## src/rtl/sram_arbiter_if.sv

```systemverilog
`default_nettype none
// ============================================================================
// sram_arbiter_if: read/write request bus with a one-cycle ready completion
// Rev 1.0
// ============================================================================
interface sram_arbiter_if #(
  parameter int ADDR_W = 32,
  parameter int DATA_W = 32
);
  logic              rdEn;
  logic              wrEn;
  logic [ADDR_W-1:0] address;
  logic [DATA_W-1:0] writeData;
  logic [DATA_W-1:0] readData;
  logic              ready;

  // master issues requests; slave completes them
  modport master (
    output rdEn, wrEn, address, writeData,
    input  readData, ready
  );
  modport slave (
    input  rdEn, wrEn, address, writeData,
    output readData, ready
  );
endinterface
`default_nettype wire

```

## src/rtl/sram_arbiter.sv

```systemverilog
`default_nettype none
// ============================================================================
// sram_arbiter: shares one SRAM controller between fetch (p0) and MEM (p1)
// Rev 1.0 | optional: SRAM_ARB_ROUND_ROBIN_EN (round-robin ties, else p0 wins)
// ============================================================================
module sram_arbiter #(
  parameter int ADDR_W = 32,
  parameter int DATA_W = 32
) (
  input  logic           clk,
  input  logic           rst,
  sram_arbiter_if.slave  p0,
  sram_arbiter_if.slave  p1,
  sram_arbiter_if.master m
);

  typedef enum logic [1:0] {
    S_IDLE = 2'd0,
    S_BUSY = 2'd1,
    S_RESP = 2'd2
  } state_t;

  state_t            state_q, state_d;
  logic              gnt_q, gnt_d;
  logic              wr_q, wr_d;
  logic              first_q, first_d;
  logic [ADDR_W-1:0] addr_q, addr_d;
  logic [DATA_W-1:0] wdata_q, wdata_d;
  logic [DATA_W-1:0] rdata0_q, rdata0_d;
  logic [DATA_W-1:0] rdata1_q, rdata1_d;

  logic w_req0, w_req1, w_win1;

  assign w_req0 = p0.rdEn | p0.wrEn;
  assign w_req1 = p1.rdEn | p1.wrEn;

`ifdef SRAM_ARB_ROUND_ROBIN_EN
  logic last_q, last_d;
  // last_q = 1 means port 1 was served last, so port 0 takes the next tie
  assign w_win1 = w_req1 & (~w_req0 | ~last_q);
`else
  assign w_win1 = w_req1 & ~w_req0;
`endif

  always_ff @(posedge clk) begin
    if (!rst) begin
      state_q  <= S_IDLE;
      gnt_q    <= 1'b0;
      wr_q     <= 1'b0;
      first_q  <= 1'b0;
      addr_q   <= '0;
      wdata_q  <= '0;
      rdata0_q <= '0;
      rdata1_q <= '0;
`ifdef SRAM_ARB_ROUND_ROBIN_EN
      last_q   <= 1'b1;
`endif
    end else begin
      state_q  <= state_d;
      gnt_q    <= gnt_d;
      wr_q     <= wr_d;
      first_q  <= first_d;
      addr_q   <= addr_d;
      wdata_q  <= wdata_d;
      rdata0_q <= rdata0_d;
      rdata1_q <= rdata1_d;
`ifdef SRAM_ARB_ROUND_ROBIN_EN
      last_q   <= last_d;
`endif
    end
  end

  always_comb begin
    state_d  = state_q;
    gnt_d    = gnt_q;
    wr_d     = wr_q;
    first_d  = first_q;
    addr_d   = addr_q;
    wdata_d  = wdata_q;
    rdata0_d = rdata0_q;
    rdata1_d = rdata1_q;
`ifdef SRAM_ARB_ROUND_ROBIN_EN
    last_d   = last_q;
`endif
    case (state_q)
      S_IDLE: begin
        if (w_req0 | w_req1) begin
          // a write wins over a read raised together on the same port
          gnt_d   = w_win1;
          wr_d    = w_win1 ? p1.wrEn      : p0.wrEn;
          addr_d  = w_win1 ? p1.address   : p0.address;
          wdata_d = w_win1 ? p1.writeData : p0.writeData;
          first_d = 1'b1;
          state_d = S_BUSY;
        end
      end
      S_BUSY: begin
        first_d = 1'b0;
        // the controller reports ready while idle, so the first cycle is blind
        if (!first_q && m.ready) begin
          if (!wr_q) begin
            if (gnt_q) rdata1_d = m.readData;
            else       rdata0_d = m.readData;
          end
          state_d = S_RESP;
        end
      end
      S_RESP: begin
`ifdef SRAM_ARB_ROUND_ROBIN_EN
        last_d  = gnt_q;
`endif
        state_d = S_IDLE;
      end
      default: state_d = S_IDLE;
    endcase
  end

  assign m.rdEn      = (state_q == S_BUSY) & ~wr_q;
  assign m.wrEn      = (state_q == S_BUSY) &  wr_q;
  assign m.address   = addr_q;
  assign m.writeData = wdata_q;

  assign p0.ready    = (state_q == S_RESP) & ~gnt_q;
  assign p1.ready    = (state_q == S_RESP) &  gnt_q;
  assign p0.readData = rdata0_q;
  assign p1.readData = rdata1_q;

endmodule
`default_nettype wire
```

## src/flat_wrapper.sv

```systemverilog
// flat-port wrapper written by rule: the top's interface ports become plain ports
module sram_arbiter_flat 
#(
  parameter int ADDR_W = 32,
  parameter int DATA_W = 32
)
  (clk, rst, p0_rdEn, p0_wrEn, p0_address, p0_writeData, p0_readData, p0_ready, p1_rdEn, p1_wrEn, p1_address, p1_writeData, p1_readData, p1_ready, m_rdEn, m_wrEn, m_address, m_writeData, m_readData, m_ready);
  sram_arbiter_if #(.ADDR_W(ADDR_W), .DATA_W(DATA_W)) p0_i ();
  sram_arbiter_if #(.ADDR_W(ADDR_W), .DATA_W(DATA_W)) p1_i ();
  sram_arbiter_if #(.ADDR_W(ADDR_W), .DATA_W(DATA_W)) m_i ();
  input  logic clk;
  input  logic rst;
  input wire logic [$bits(p0_i.rdEn)-1:0] p0_rdEn;
  input wire logic [$bits(p0_i.wrEn)-1:0] p0_wrEn;
  input wire logic [$bits(p0_i.address)-1:0] p0_address;
  input wire logic [$bits(p0_i.writeData)-1:0] p0_writeData;
  output wire logic [$bits(p0_i.readData)-1:0] p0_readData;
  output wire logic [$bits(p0_i.ready)-1:0] p0_ready;
  input wire logic [$bits(p1_i.rdEn)-1:0] p1_rdEn;
  input wire logic [$bits(p1_i.wrEn)-1:0] p1_wrEn;
  input wire logic [$bits(p1_i.address)-1:0] p1_address;
  input wire logic [$bits(p1_i.writeData)-1:0] p1_writeData;
  output wire logic [$bits(p1_i.readData)-1:0] p1_readData;
  output wire logic [$bits(p1_i.ready)-1:0] p1_ready;
  output wire logic [$bits(m_i.rdEn)-1:0] m_rdEn;
  output wire logic [$bits(m_i.wrEn)-1:0] m_wrEn;
  output wire logic [$bits(m_i.address)-1:0] m_address;
  output wire logic [$bits(m_i.writeData)-1:0] m_writeData;
  input wire logic [$bits(m_i.readData)-1:0] m_readData;
  input wire logic [$bits(m_i.ready)-1:0] m_ready;
  assign p0_i.rdEn = p0_rdEn;
  assign p0_i.wrEn = p0_wrEn;
  assign p0_i.address = p0_address;
  assign p0_i.writeData = p0_writeData;
  assign p0_readData = p0_i.readData;
  assign p0_ready = p0_i.ready;
  assign p1_i.rdEn = p1_rdEn;
  assign p1_i.wrEn = p1_wrEn;
  assign p1_i.address = p1_address;
  assign p1_i.writeData = p1_writeData;
  assign p1_readData = p1_i.readData;
  assign p1_ready = p1_i.ready;
  assign m_rdEn = m_i.rdEn;
  assign m_wrEn = m_i.wrEn;
  assign m_address = m_i.address;
  assign m_writeData = m_i.writeData;
  assign m_i.readData = m_readData;
  assign m_i.ready = m_ready;
  sram_arbiter #(.ADDR_W(ADDR_W), .DATA_W(DATA_W)) u_core (.clk(clk), .rst(rst), .p0(p0_i), .p1(p1_i), .m(m_i));
endmodule
```

## config.mk

```make
export PLATFORM = sky130hd
export DESIGN_NAME = sram_arbiter_flat
export DESIGN_NICKNAME = d
export VERILOG_FILES = /design/src/rtl/sram_arbiter_if.sv /design/src/rtl/sram_arbiter.sv /design/src/flat_wrapper.sv
export SDC_FILE = /design/constraint.sdc
export NUM_CORES = 1
export LEC_CHECK = 0
export CORE_UTILIZATION = 25
export DETAILED_ROUTE_END_ITERATION = 16
export GPL_TIMING_DRIVEN = 0
export MAX_ROUTING_LAYER = met4
export PLACE_DENSITY = 0.63
export RECOVER_POWER = 25
export SYNTH_ARGS = -nofsm -noshare
export SYNTH_HDL_FRONTEND = slang
export SYNTH_SLANG_ARGS = --single-unit
```

## constraint.sdc

```tcl
create_clock -name clk -period 3.4 [get_ports clk]
set_clock_uncertainty 0.1 [all_clocks]
set_input_delay 0.68 -clock clk [delete_from_list [all_inputs] [get_ports clk]]
set_output_delay 0.68 -clock clk [all_outputs]
set_load 0.02 [all_outputs]
```

==> results.toml <==
[pwr]
p_switching_mw = 1.418
cellPowerDensity_mw_per_mm2 = 472.4
peakVddDrop_v = 0.0002835
switching_share = 0.3003
pwr-share-clk = 0.410
seqPwrFrac = 0.367
comb_power_share = 0.223
leakage_nw = 3.841
p_int_mw = 3.305

[grt]
globalRouteOverflowTotal = 0
grt_pass1_wl_um = 35390
use_met3 = 0.05947
met2_usage = 0.3203
use_met1 = 0.2289
grt_max_degree = 17
grt_antenna_before_repair = 0
grt_pass1_vias = 6164
globalRouteTotalUtil = 0.1946
grt.busiest_layer = "met2"

[setup_path]
worstSetupEndpointType = "primary output"
r2r-start = "u_core.state_q[1]$_SDFFE_PN0P_"
ff2ff_setup_slack_ps = 1300
required_ps = 2620
cp.arrival_ps = 1980
cp_slowest_cell = "clkdlybuf4s50_1"
cp_num_cells = 2
crit_path_start_kind = "flip-flop"
crit_end = "p0_ready"
crit_path_max_incr_delay_ps = 720
path_cells = "nor3b_1 -> clkdlybuf4s50_1"
critical_path.top_delay_family = "buffers and inverters"
worst-path-buf-inv = 1
worst_r2r_path_depth = 5
timing.rr.end = "u_core.m.writeData[12]$_SDFFE_PN0P_"
criticalPathCategory = "flip-flop to primary output"
path_max_fanout = 8
startpoint = "u_core.state_q[1]$_SDFFE_PN0P_"

[sta]
fmax_mhz = 362.8
period_share = 0.8107
setup_violations = 0
layout_setup_ws_ps = 643.6
layout_min_cycle_time_ps = 2756
finalSetupTns_ps = 0
maxSlewViolCount = 0
slew-limit-headroom = 0.4755
worst_pin_slew_ps = 786.7
final_hold_viol_count = 0
rsz0062_at_grt = "no"

[cts]
postCtsSetupBuffers = 0
cts_tree = "yes"
clk_pin_slew_worst_paths_ps = 70
cts.repair.resized = 0
cts_max_path_buffers = 2
h-tree-depth = 4
cts_buffers = 17
cts-root-buf = "clkbuf_16"
clock_sinks = 133
worstSkewPairLatency_ps = 410
hold_buffers = 0

[floorplanning]
ios = 299
start_util = 0.2558
core_mm2 = 0.02354
die_w_um = 157.2
die_h_um = 157.2
dieArea_mm2 = 0.02472
rows = 56

[route]
vias = 6249
first_pass_iters = 5
remaining_drc_errors = 0
drt-initial-drc-count = 305
routed_wl_um = 23510
routed_via_density = 4.792
ant_nets = 0
drt-wirelength-per-cell_um = 18.03

[synthesis]
synthArstFlopShare = 0
syn-cell-area_mm2 = 0.006023
yosysMostFrequentCell = "dfxtp_1"
synth-edff-count = 0
synth_seq_cells = 133
ys_seq_area_frac = 0.4420
synth_nets = 823
synthCells = 656
synth_warnings = 0
avgSynthCellArea_um2 = 9.182
ys_top_cells_by_count = "133 x dfxtp_1, 98 x nand2_1, 68 x a21oi_1"
ys.flop_type = "dfxtp_1"
synth_area_leaders = "dfxtp_1 44%, a311oi_2 12%, mux2i_1 11%"
synth_cell_type_count = 26
yosys.area.top_type_share = 0.4420
yosysTopAreaCell = "dfxtp_1"

[finish]
post-route-util = 0.4247
fin_nets = 1139
layout-drive-gt1-share = 0.09949
area_growth_pct = 66.02
multi_input_area_mm2 = 0.003009
nFillCells = 2386
regArea_mm2 = 0.002663
n_antenna_cell = 0

[placed_design]
place_ws_ps = 308.5
place_congestion = 0.8243
dpl.hpwl_um = 17730
port_buffers = 297

[outcome]
status = "completed"

[min_path]
hold_path_class = "flip-flop to flip-flop"

[flow_run]
cap_violations = 0
==> metrics by stage <==
stage	cells	power (mW)	cell area [um^2]	hold slack, ps
after detailed placement	1272	2.830	9395	351.3
after global placement	1272	2.827	9395	343.7
after floorplan	656	2.286	6023	394.5
after global routing	1304	4.927	10000	376.8
after CTS	1304	4.785	10010	361.7
final	1304	4.724	10000	356.5
==> power groups by stage <==
stage	logic [mW]	clock network [mW]	registers, mW
floorplan	0.401	0	1.88
global placement	1.06	0	1.76
detailed placement	1.06	0	1.77
CTS	1.07	1.98	1.73
global route	1.13	2.05	1.74
finish	1.06	1.93	1.73
==> state kept, by name, summed over array words and instances (netlist names) <==
register / count
u_core.state_q: 2
u_core.gnt_q: 1
u_core.p1.readData: 32
u_core.p0.readData: 32
u_core.wr_q: 1
u_core.m.writeData: 32
u_core.first_q: 1
u_core.m.address: 32
==> worst min path at each step <==
stage,startpoint,end,slack [ps],cells after the start
finish,u_core.p0.readData[12]$_SDFFE_PN0P_,u_core.p0.readData[12]$_SDFFE_PN0P_,360,2
global route,u_core.p0.readData[18]$_SDFFE_PN0P_,u_core.p0.readData[18]$_SDFFE_PN0P_,380,2
CTS,u_core.p1.readData[20]$_SDFFE_PN0P_,u_core.p1.readData[20]$_SDFFE_PN0P_,360,2
detailed placement,u_core.p0.readData[25]$_SDFFE_PN0P_,u_core.p0.readData[25]$_SDFFE_PN0P_,350,2
global placement,u_core.p1.readData[20]$_SDFFE_PN0P_,u_core.p1.readData[20]$_SDFFE_PN0P_,340,2
floorplan,u_core.first_q$_SDFFE_PN0P_,u_core.first_q$_SDFFE_PN0P_,390,1
==> worst register-to-register path, delay by kind of cell (launching register included) <==
kind	cells	cell delay [ps]
AOI/OAI and AO/OA	2	430
DFF	1	380
buffers and inverters	2	780
and+or+nand+nor	1	330
==> logic make-up after synthesis <==
| kind of cell | Yosys count | synth area share |
|---|---|---|
| AO/OA/AOI/OAI | 200 | 0.2607 |
| multiplexers | 64 | 0.1064 |
| AND/OR/NAND/NOR | 181 | 0.1325 |
| buffers and inverters | 78 | 0.05837 |
| flip-flops | 133 | 0.4420 |
==> cell type report <==
class                      instances  area share
timing repair buffer             297      0.2973
multi-input combinational        445      0.3009
tap                              319     0.03991
clock inverter                    15     0.01852
clock buffer                      17     0.04254
buffer                            75     0.03341
inverter                           3    0.001126
sequential                       133      0.2663
==> cells in the final DEF, fill, tap and decap left out, types with 6 or more instances in the layout <==
| cell type | n |
|---|---|
| buf_2 | 6 |
| clkdlybuf4s50_1 | 277 |
| buf_6 | 6 |
| a311oi_1 | 14 |
| nand3_1 | 65 |
| a311oi_2 | 50 |
| mux2i_1 | 64 |
| nand2_1 | 98 |
| inv_6 | 6 |
| o21ai_0 | 64 |
| clkbuf_16 | 17 |
| clkbuf_1 | 63 |
| dlygate4sd3_1 | 20 |
| a21oi_1 | 68 |
| dfxtp_1 | 133 |
| nor2_1 | 8 |
==> routing by layer <==
layer | routed length, um | up-vias | share of wire
met3 | 1905 | 15 | 0.081
met5 | 0 | - | 0
li1 | - | 3031 | -
met1 | 10200 | 2938 | 0.43
met4 | 301 | 0 | 0.013
met2 | 11100 | 265 | 0.47
Note: power is estimated with default switching activity, not from simulation.
